File: config.mk
export PLATFORM = sky130hd
export DESIGN_NAME = sobel_gradient_pipe_flat
export DESIGN_NICKNAME = d
export VERILOG_FILES = /design/src/rtl/sobel_pkg.sv /design/src/rtl/sobel_gradient_pipe_if.sv /design/src/rtl/sobel_kernel.sv /design/src/rtl/sobel_gradient_pipe.sv /design/src/flat_wrapper.sv
export SDC_FILE = /design/constraint.sdc
export NUM_CORES = 1
export LEC_CHECK = 0
export BUFFER_PORTS_ARGS = -buffer_cell sky130_fd_sc_hd__buf_2
export CORE_MARGIN = 2
export CORE_UTILIZATION = 45
export CTS_CLUSTER_SIZE = 24
export DETAILED_ROUTE_END_ITERATION = 12
export PLACE_DENSITY = 0.67
export SKIP_CTS_REPAIR_TIMING = 1
export SLEW_MARGIN = 10
export SYNTH_ARGS = -nofsm -noshare
export SYNTH_HDL_FRONTEND = slang
export SYNTH_SLANG_ARGS = --single-unit
File: constraint.sdc
create_clock -name clk -period 4.95 [get_ports clk]
set_input_delay 0.7425 -clock clk [delete_from_list [all_inputs] [get_ports clk]]
set_output_delay 0.7425 -clock clk [all_outputs]
set_load 0.005 [all_outputs]
File: src/rtl/sobel_pkg.sv
// Shared types for the Sobel gradient pipeline: window geometry, result-mode encoding
// and the 3x3 window type at the default pixel width.
// Ports: none (package only).
package sobel_pkg;

  // Number of taps in a 3x3 window.
  localparam int WIN_N     = 9;
  localparam int PIX_W_DEF = 8;

  // Selects what is reported on grad.
  typedef enum logic [1:0] {
    MODE_GX  = 2'b00,  // |gx|
    MODE_GY  = 2'b01,  // |gy|
    MODE_SUM = 2'b10,  // |gx| + |gy|
    MODE_MAX = 2'b11   // max(|gx|, |gy|)
  } mode_t;

  // 3x3 window, P0..P8 row-major, P0 (top-left) in the least significant lane.
  typedef logic [WIN_N-1:0][PIX_W_DEF-1:0] window_t;

  // Smallest result width that holds |gx|+|gy| without overflow.
  function automatic int min_grad_w(input int pix_w);
    return pix_w + 3;
  endfunction

endpackage

File: src/rtl/sobel_gradient_pipe_if.sv
// Handshake bundle for sobel_gradient_pipe: window-in channel and gradient-out channel.
// master: window producer / result consumer (drives in_valid, window, mode, threshold, out_ready).
// slave:  the pipeline (drives in_ready, out_valid, grad, sign_x, sign_y, is_edge).
interface sobel_gradient_pipe_if #(
  parameter int PIX_W  = 8,
  parameter int GRAD_W = PIX_W + 3
);
  import sobel_pkg::*;

  // Input channel; mode and threshold travel with the window they are sampled with.
  logic                         in_valid;
  logic                         in_ready;
  logic [WIN_N-1:0][PIX_W-1:0]  window;
  logic [1:0]                   mode;
  logic [GRAD_W-1:0]            threshold;

  // Output channel. is_edge carries the grad >= threshold flag ('edge' is a reserved word).
  logic                         out_valid;
  logic                         out_ready;
  logic [GRAD_W-1:0]            grad;
  logic                         sign_x;
  logic                         sign_y;
  logic                         is_edge;

  modport master (
    output in_valid, window, mode, threshold, out_ready,
    input  in_ready, out_valid, grad, sign_x, sign_y, is_edge
  );

  modport slave (
    input  in_valid, window, mode, threshold, out_ready,
    output in_ready, out_valid, grad, sign_x, sign_y, is_edge
  );

endinterface

File: src/rtl/sobel_kernel.sv
// Combinational Sobel kernel: signed horizontal and vertical gradients of one 3x3 window.
// Ports: window (9 x PIX_W, P0 top-left, row-major) in; gx, gy (signed PIX_W+3) out.
// Latency 0; no handshake, the caller registers the results.
module sobel_kernel
  import sobel_pkg::*;
#(
  parameter int PIX_W = 8
) (
  input  logic [WIN_N-1:0][PIX_W-1:0] window,
  output logic signed [PIX_W+2:0]     gx,
  output logic signed [PIX_W+2:0]     gy
);

  localparam int SW = PIX_W + 3;

  // Zero-extend each tap into the signed domain; +-4*(2^PIX_W-1) fits in SW bits.
  logic signed [SW-1:0] p [WIN_N];

  for (genvar i = 0; i < WIN_N; i++) begin : g_ext
    assign p[i] = $signed({3'b000, window[i]});
  end

  // Right column minus left column, middle row weighted by 2.
  assign gx = (p[2] - p[0]) + ((p[5] - p[3]) <<< 1) + (p[8] - p[6]);
  // Bottom row minus top row, middle column weighted by 2.
  assign gy = (p[6] - p[0]) + ((p[7] - p[1]) <<< 1) + (p[8] - p[2]);

endmodule

File: src/rtl/sobel_gradient_pipe.sv
// Three-stage Sobel gradient pipeline: S1 captures window/mode/threshold, S2 holds signed
// gx/gy from sobel_kernel, S3 holds the registered magnitude, signs and edge flag.
// Latency 3 cycles from accept to out_valid; one window per cycle while out_ready is high.
// Backpressure: all stages advance together on adv = !out_valid || out_ready; in_ready = adv.
// Ports: clk, n_rst (async active-low), bus (sobel_gradient_pipe_if.slave).
// Build option SOBEL_EDGE_THRESH_EN: when defined, is_edge = grad >= threshold; otherwise
// is_edge is tied low and the threshold is not stored or compared.
module sobel_gradient_pipe
  import sobel_pkg::*;
#(
  parameter int PIX_W  = 8,
  parameter int GRAD_W = PIX_W + 3
) (
  input  logic                 clk,
  input  logic                 n_rst,
  sobel_gradient_pipe_if.slave bus
);

  localparam int SW = PIX_W + 3;  // signed gradient width
  localparam int AW = PIX_W + 2;  // magnitude width
  localparam logic [AW-1:0] ONE_A = AW'(1);

  if (GRAD_W < min_grad_w(PIX_W)) begin : g_bad_grad_w
    $error("sobel_gradient_pipe: GRAD_W must be at least PIX_W+3");
  end

  // Pipeline control
  logic adv;
  logic s1_vld, s2_vld, s3_vld;

  // Stage data
  logic [WIN_N-1:0][PIX_W-1:0] s1_win;
  mode_t                       s1_mode, s2_mode;
  logic signed [SW-1:0]        k_gx, k_gy;
  logic signed [SW-1:0]        s2_gx, s2_gy;

  // S3 combinational results and registered outputs
  logic [AW-1:0]     abs_x, abs_y;
  logic [SW-1:0]     sel;
  logic [GRAD_W-1:0] grad_nxt;
  logic              edge_nxt;
  logic [GRAD_W-1:0] s3_grad;
  logic              s3_sx, s3_sy, s3_edge;

  // A stage may move only if whatever sits in S3 is leaving or S3 is empty.
  assign adv          = !s3_vld || bus.out_ready;
  assign bus.in_ready = adv;

  always_ff @(posedge clk or negedge n_rst) begin
    if (!n_rst) begin
      s1_vld <= 1'b0;
      s2_vld <= 1'b0;
      s3_vld <= 1'b0;
    end else if (adv) begin
      s1_vld <= bus.in_valid;
      s2_vld <= s1_vld;
      s3_vld <= s2_vld;
    end
  end

  // Data registers need no reset: they are only observed through the valid bits.
  always_ff @(posedge clk) begin
    if (adv && bus.in_valid) begin
      s1_win  <= bus.window;
      s1_mode <= mode_t'(bus.mode);
    end
    if (adv && s1_vld) begin
      s2_gx   <= k_gx;
      s2_gy   <= k_gy;
      s2_mode <= s1_mode;
    end
  end

  sobel_kernel #(
    .PIX_W (PIX_W)
  ) u_kernel (
    .window (s1_win),
    .gx     (k_gx),
    .gy     (k_gy)
  );

  // |g| <= 4*(2^PIX_W-1) < 2^(PIX_W+2), so the low AW bits negated give the magnitude.
  assign abs_x = s2_gx[SW-1] ? (~s2_gx[AW-1:0] + ONE_A) : s2_gx[AW-1:0];
  assign abs_y = s2_gy[SW-1] ? (~s2_gy[AW-1:0] + ONE_A) : s2_gy[AW-1:0];

  always_comb begin
    sel = '0;
    case (s2_mode)
      MODE_GX:  sel = {1'b0, abs_x};
      MODE_GY:  sel = {1'b0, abs_y};
      MODE_SUM: sel = {1'b0, abs_x} + {1'b0, abs_y};
      MODE_MAX: sel = (abs_x >= abs_y) ? {1'b0, abs_x} : {1'b0, abs_y};
      default:  sel = '0;
    endcase
  end

  assign grad_nxt = GRAD_W'(sel);

`ifdef SOBEL_EDGE_THRESH_EN
  // Threshold rides alongside its window so later threshold changes never reach it.
  logic [GRAD_W-1:0] s1_thr, s2_thr;

  always_ff @(posedge clk) begin
    if (adv && bus.in_valid) s1_thr <= bus.threshold;
    if (adv && s1_vld)       s2_thr <= s1_thr;
  end

  assign edge_nxt = (grad_nxt >= s2_thr);
`else
  logic unused_thr;
  assign unused_thr = ^bus.threshold;
  assign edge_nxt   = 1'b0;
`endif

  // Outputs are zero whenever S3 holds a bubble, so a consumer never sees stale data.
  always_ff @(posedge clk or negedge n_rst) begin
    if (!n_rst) begin
      s3_grad <= '0;
      s3_sx   <= 1'b0;
      s3_sy   <= 1'b0;
      s3_edge <= 1'b0;
    end else if (adv) begin
      if (s2_vld) begin
        s3_grad <= grad_nxt;
        s3_sx   <= s2_gx[SW-1];
        s3_sy   <= s2_gy[SW-1];
        s3_edge <= edge_nxt;
      end else begin
        s3_grad <= '0;
        s3_sx   <= 1'b0;
        s3_sy   <= 1'b0;
        s3_edge <= 1'b0;
      end
    end
  end

  assign bus.out_valid = s3_vld;
  assign bus.grad      = s3_grad;
  assign bus.sign_x    = s3_sx;
  assign bus.sign_y    = s3_sy;
  assign bus.is_edge   = s3_edge;

endmodule

File: src/flat_wrapper.sv
// flat-port wrapper written by rule: the top's interface ports become plain ports
module sobel_gradient_pipe_flat import sobel_pkg::*;
#(
  parameter int PIX_W  = 8,
  parameter int GRAD_W = PIX_W + 3
)
  (clk, n_rst, bus_in_valid, bus_window, bus_mode, bus_threshold, bus_out_ready, bus_in_ready, bus_out_valid, bus_grad, bus_sign_x, bus_sign_y, bus_is_edge);
  sobel_gradient_pipe_if #(.PIX_W(PIX_W), .GRAD_W(GRAD_W)) bus_i ();
  input  logic clk;
  input  logic n_rst;
  input wire logic [$bits(bus_i.in_valid)-1:0] bus_in_valid;
  input wire logic [$bits(bus_i.window)-1:0] bus_window;
  input wire logic [$bits(bus_i.mode)-1:0] bus_mode;
  input wire logic [$bits(bus_i.threshold)-1:0] bus_threshold;
  input wire logic [$bits(bus_i.out_ready)-1:0] bus_out_ready;
  output wire logic [$bits(bus_i.in_ready)-1:0] bus_in_ready;
  output wire logic [$bits(bus_i.out_valid)-1:0] bus_out_valid;
  output wire logic [$bits(bus_i.grad)-1:0] bus_grad;
  output wire logic [$bits(bus_i.sign_x)-1:0] bus_sign_x;
  output wire logic [$bits(bus_i.sign_y)-1:0] bus_sign_y;
  output wire logic [$bits(bus_i.is_edge)-1:0] bus_is_edge;
  assign bus_i.in_valid = bus_in_valid;
  assign bus_i.window = bus_window;
  assign bus_i.mode = bus_mode;
  assign bus_i.threshold = bus_threshold;
  assign bus_i.out_ready = bus_out_ready;
  assign bus_in_ready = bus_i.in_ready;
  assign bus_out_valid = bus_i.out_valid;
  assign bus_grad = bus_i.grad;
  assign bus_sign_x = bus_i.sign_x;
  assign bus_sign_y = bus_i.sign_y;
  assign bus_is_edge = bus_i.is_edge;
  sobel_gradient_pipe #(.PIX_W(PIX_W), .GRAD_W(GRAD_W)) u_core (.clk(clk), .n_rst(n_rst), .bus(bus_i));
endmodule
==> impl_metrics.tcl <==
set metrics [dict create \
    drc 0 \
    clock_skew_ns 0.01225 \
    die_w_um 135.7 \
    num_vias 5319 \
    initial_core_util 0.4560 \
    p_comb_frac 0.649 \
    wl_per_cell_um 13.56 \
    num_antenna_cells 0 \
    vdd_drop_max_v 0.0003624 \
    grt_max_degree 68 \
    synth_fa_ha_area_frac 0.2116 \
    htreeDepth 3 \
    status "completed" \
    synthXorXnorAreaFrac 0.08400 \
    r2r_end "u_core.s2_gx[10]" \
    place_hpwl_mm 11.81 \
    synth-simple-area-share 0.09105 \
    synth_edf_count 90 \
    synth-seq-area-share 0.3976 \
    die_area_um2 18410 \
    synthCells 752 \
    grt_pass1_vias 5239 \
    utilization 0.5132 \
    p_int_mw 3.561 \
    synth.top_cell.area_share 0.3463 \
    required_ns 5.07 \
    period_share 0.8152 \
    drtIter0Drc 275 \
    clk_pin_slew_ns 0.08 \
    fp.dieH_um 135.7 \
    rr_worst_depth 17 \
    synth_area_leader_cell "edfxtp_1" \
    switchingPower_mw 2.923 \
    leakagePower_nw 4.065 \
    rsz0062_at_grt "false" \
    overflow 0 \
    p_sw_frac 0.4508 \
    hold_viol 0 \
    portBuffers 84 \
    area_growth_pct 12.54 \
    reg2reg_slack_ns 0.91 \
    synth.area.top_cells "edfxtp_1 (35%), ha_1 (14%), fa_1 (6.9%), inv_1 (6.3%), dfrtp_1 (5.1%)" \
    fp-row-count 48 \
    netlist_area_um2 7805 \
    yosys_warnings 0 \
    antenna_found_initial 0 \
    drv_cap 0 \
    n_fill_cell 1570 \
    ios 105 \
    core_area_um2 17120 \
    r2r_start "u_core.s1_win[16]" \
    crit_path_end_kind "register" \
    cts_buffers 9 \
    grt.total_usage 0.1714 \
    yosysMostFrequentCell "inv_1" \
    synth.cells.most_frequent "inv_1 (131), edfxtp_1 (90), ha_1 (88)" \
    cts_tree "done" \
    setup_ws_ns 0.9146 \
    synthDistinctLibCells 60 \
    cp.arrival_ns 4.15 \
    period_minus_slack_ns 4.035 \
    criticalPathCategory "register to register" \
    start_kind "register" \
    drv_slew 0 \
    clockRootBuffer "clkbuf_16" \
    tightest_slew_ns 1.042 \
    synth_mux_area_frac 0.003847 \
    synth_fp_nets 956 \
    clkPwrFrac 0.116 \
    sequentialPowerShare 0.235 \
    max_freq_mhz 247.8 \
    drt_wl_total_mm 14.50 \
    synth-compound-area-share 0.1422 \
    final_nets 1043 \
    setup_viol 0 \
    clockBufferDepth 2 \
    dr.pass1.iters 5 \
    drive_gt1_frac 0.1327 \
    pre_cts_ws_ns 0.9492 \
    cts.sinks 106 \
    hold_path_class "primary input to async pin" \
    cp_max_fo 2 \
    clock_latency_ns 0.36 \
    postRouteAntennaNets 0 \
    ys_ff_latch 106 \
    async_flop_share 0.1509 \
    viasPerCell 4.976 \
    setup_tns_ns 0 \
    gp_congestion 0.9093 \
    synth-main-ff-cell "edfxtp_1" \
    power.density_nw_per_um2 738.2 \
    grt_pass1_wl_mm 24.78 \
    synth_top_family_by_area "adder cells" \
    synth_area_per_cell_um2 10.38 \
    slew_headroom 0.3052 \
]
## kinds of logic after synthesis
family,after synthesis
muxes,3
adders and majority gates,116
DFF,106
AOI/OAI and AO/OA,173
xor gates and xnor gates,74
buffers and inverters,141
other,1
and+or+nand+nor,138
## routing by layer
| layer | track usage | part of all wire |
|---|---|---|
| met1 | 0.2203 | 0.45 |
| met2 | 0.2915 | 0.48 |
| met3 | 0.02731 | 0.037 |
| met4 | 0.06481 | 0.026 |
| met5 | 0 | 0 |
## sequential cells by signal, summed over array words and instances (netlist names)
name                  cells
u_core.bus.grad          11
u_core.bus.out_valid      1
u_core.bus.sign_x         1
u_core.bus.sign_y         1
u_core.s1_mode            2
u_core.s1_vld             1
u_core.s1_win            64
u_core.s2_gx             11
u_core.s2_gy             11
u_core.s2_mode            2
u_core.s2_vld             1
## power groups by stage
| stage | combinational, mW | sequential, mW | clock (mW) |
|---|---|---|---|
| 2_1_floorplan | 3.35 | 1.48 | 0 |
| 3_3_place_gp | 4.19 | 1.54 | 0 |
| 3_5_place_dp | 4.22 | 1.55 | 0 |
| 4_1_cts | 4.24 | 1.53 | 0.775 |
| 5_1_grt | 4.82 | 1.56 | 0.812 |
| 6_report | 4.21 | 1.52 | 0.751 |
## critical path, cell delays in order (launching register included)
cell and delay, ns:
edfxtp_1 0.41, inv_1 0.07, ha_1 0.14, inv_1 0.06, fa_1 0.41, nand2_1 0.09
nand2_1 0.06, a21oi_1 0.29, xnor2_1 0.14, fa_1 0.52, inv_1 0.05, ha_1 0.32
inv_1 0.08, o21bai_1 0.09, a2111oi_0 0.62, o31ai_1 0.15, a21oi_1 0.21, xnor2_1 0.08
## through the flow
stage                     std cells  instance area, um^2  total power, mW  hold slack, ns
after global placement         1053                 8474            5.731          0.4033
final                          1069                 8783            6.484          0.2839
after CTS                      1069                 8783            6.538          0.2821
after detailed placement       1053                 8474            5.763          0.4065
after global routing           1069                 8783            7.194          0.2950
after floorplan                 752                 7805            4.840          0.4003
## worst max path at each step
stage | depth (start not counted) | to | start | slack (ns)
after detailed placement | 17 | u_core.s2_gx[10] | u_core.s1_win[16] | 0.95
after global placement | 17 | u_core.s2_gx[10] | u_core.s1_win[16] | 1.0
after CTS | 17 | u_core.s2_gx[10] | u_core.s1_win[16] | 0.93
after floorplan | 17 | u_core.s2_gy[10] | u_core.s1_win[56] | 1.32
final | 17 | u_core.s2_gx[10] | u_core.s1_win[16] | 0.91
after global routing | 17 | u_core.s2_gx[10] | u_core.s1_win[16] | 0.64
## cell usage in the layout, fill, tap and decap left out, types with 27 or more instances in the layout
master and instances:
nand2_1 40, ha_1 88, buf_2 84, o21ai_0 37
inv_1 131, xnor2_1 44, a21oi_1 48, xor2_1 29
fa_1 27, edfxtp_1 90
## layout make-up
type	instances	area, um^2	area share
Multi-Input combinational cell	505	4163	0.4739
Sequential cell	106	3103	0.3533
Inverter	131	491.7	0.05598
Timing Repair Buffer	86	435.4	0.04957
Tap cell	225	281.5	0.03205
Clock buffer	9	225.2	0.02564
Clock inverter	7	83.83	0.009544
Power figures use the tool's default switching activity.
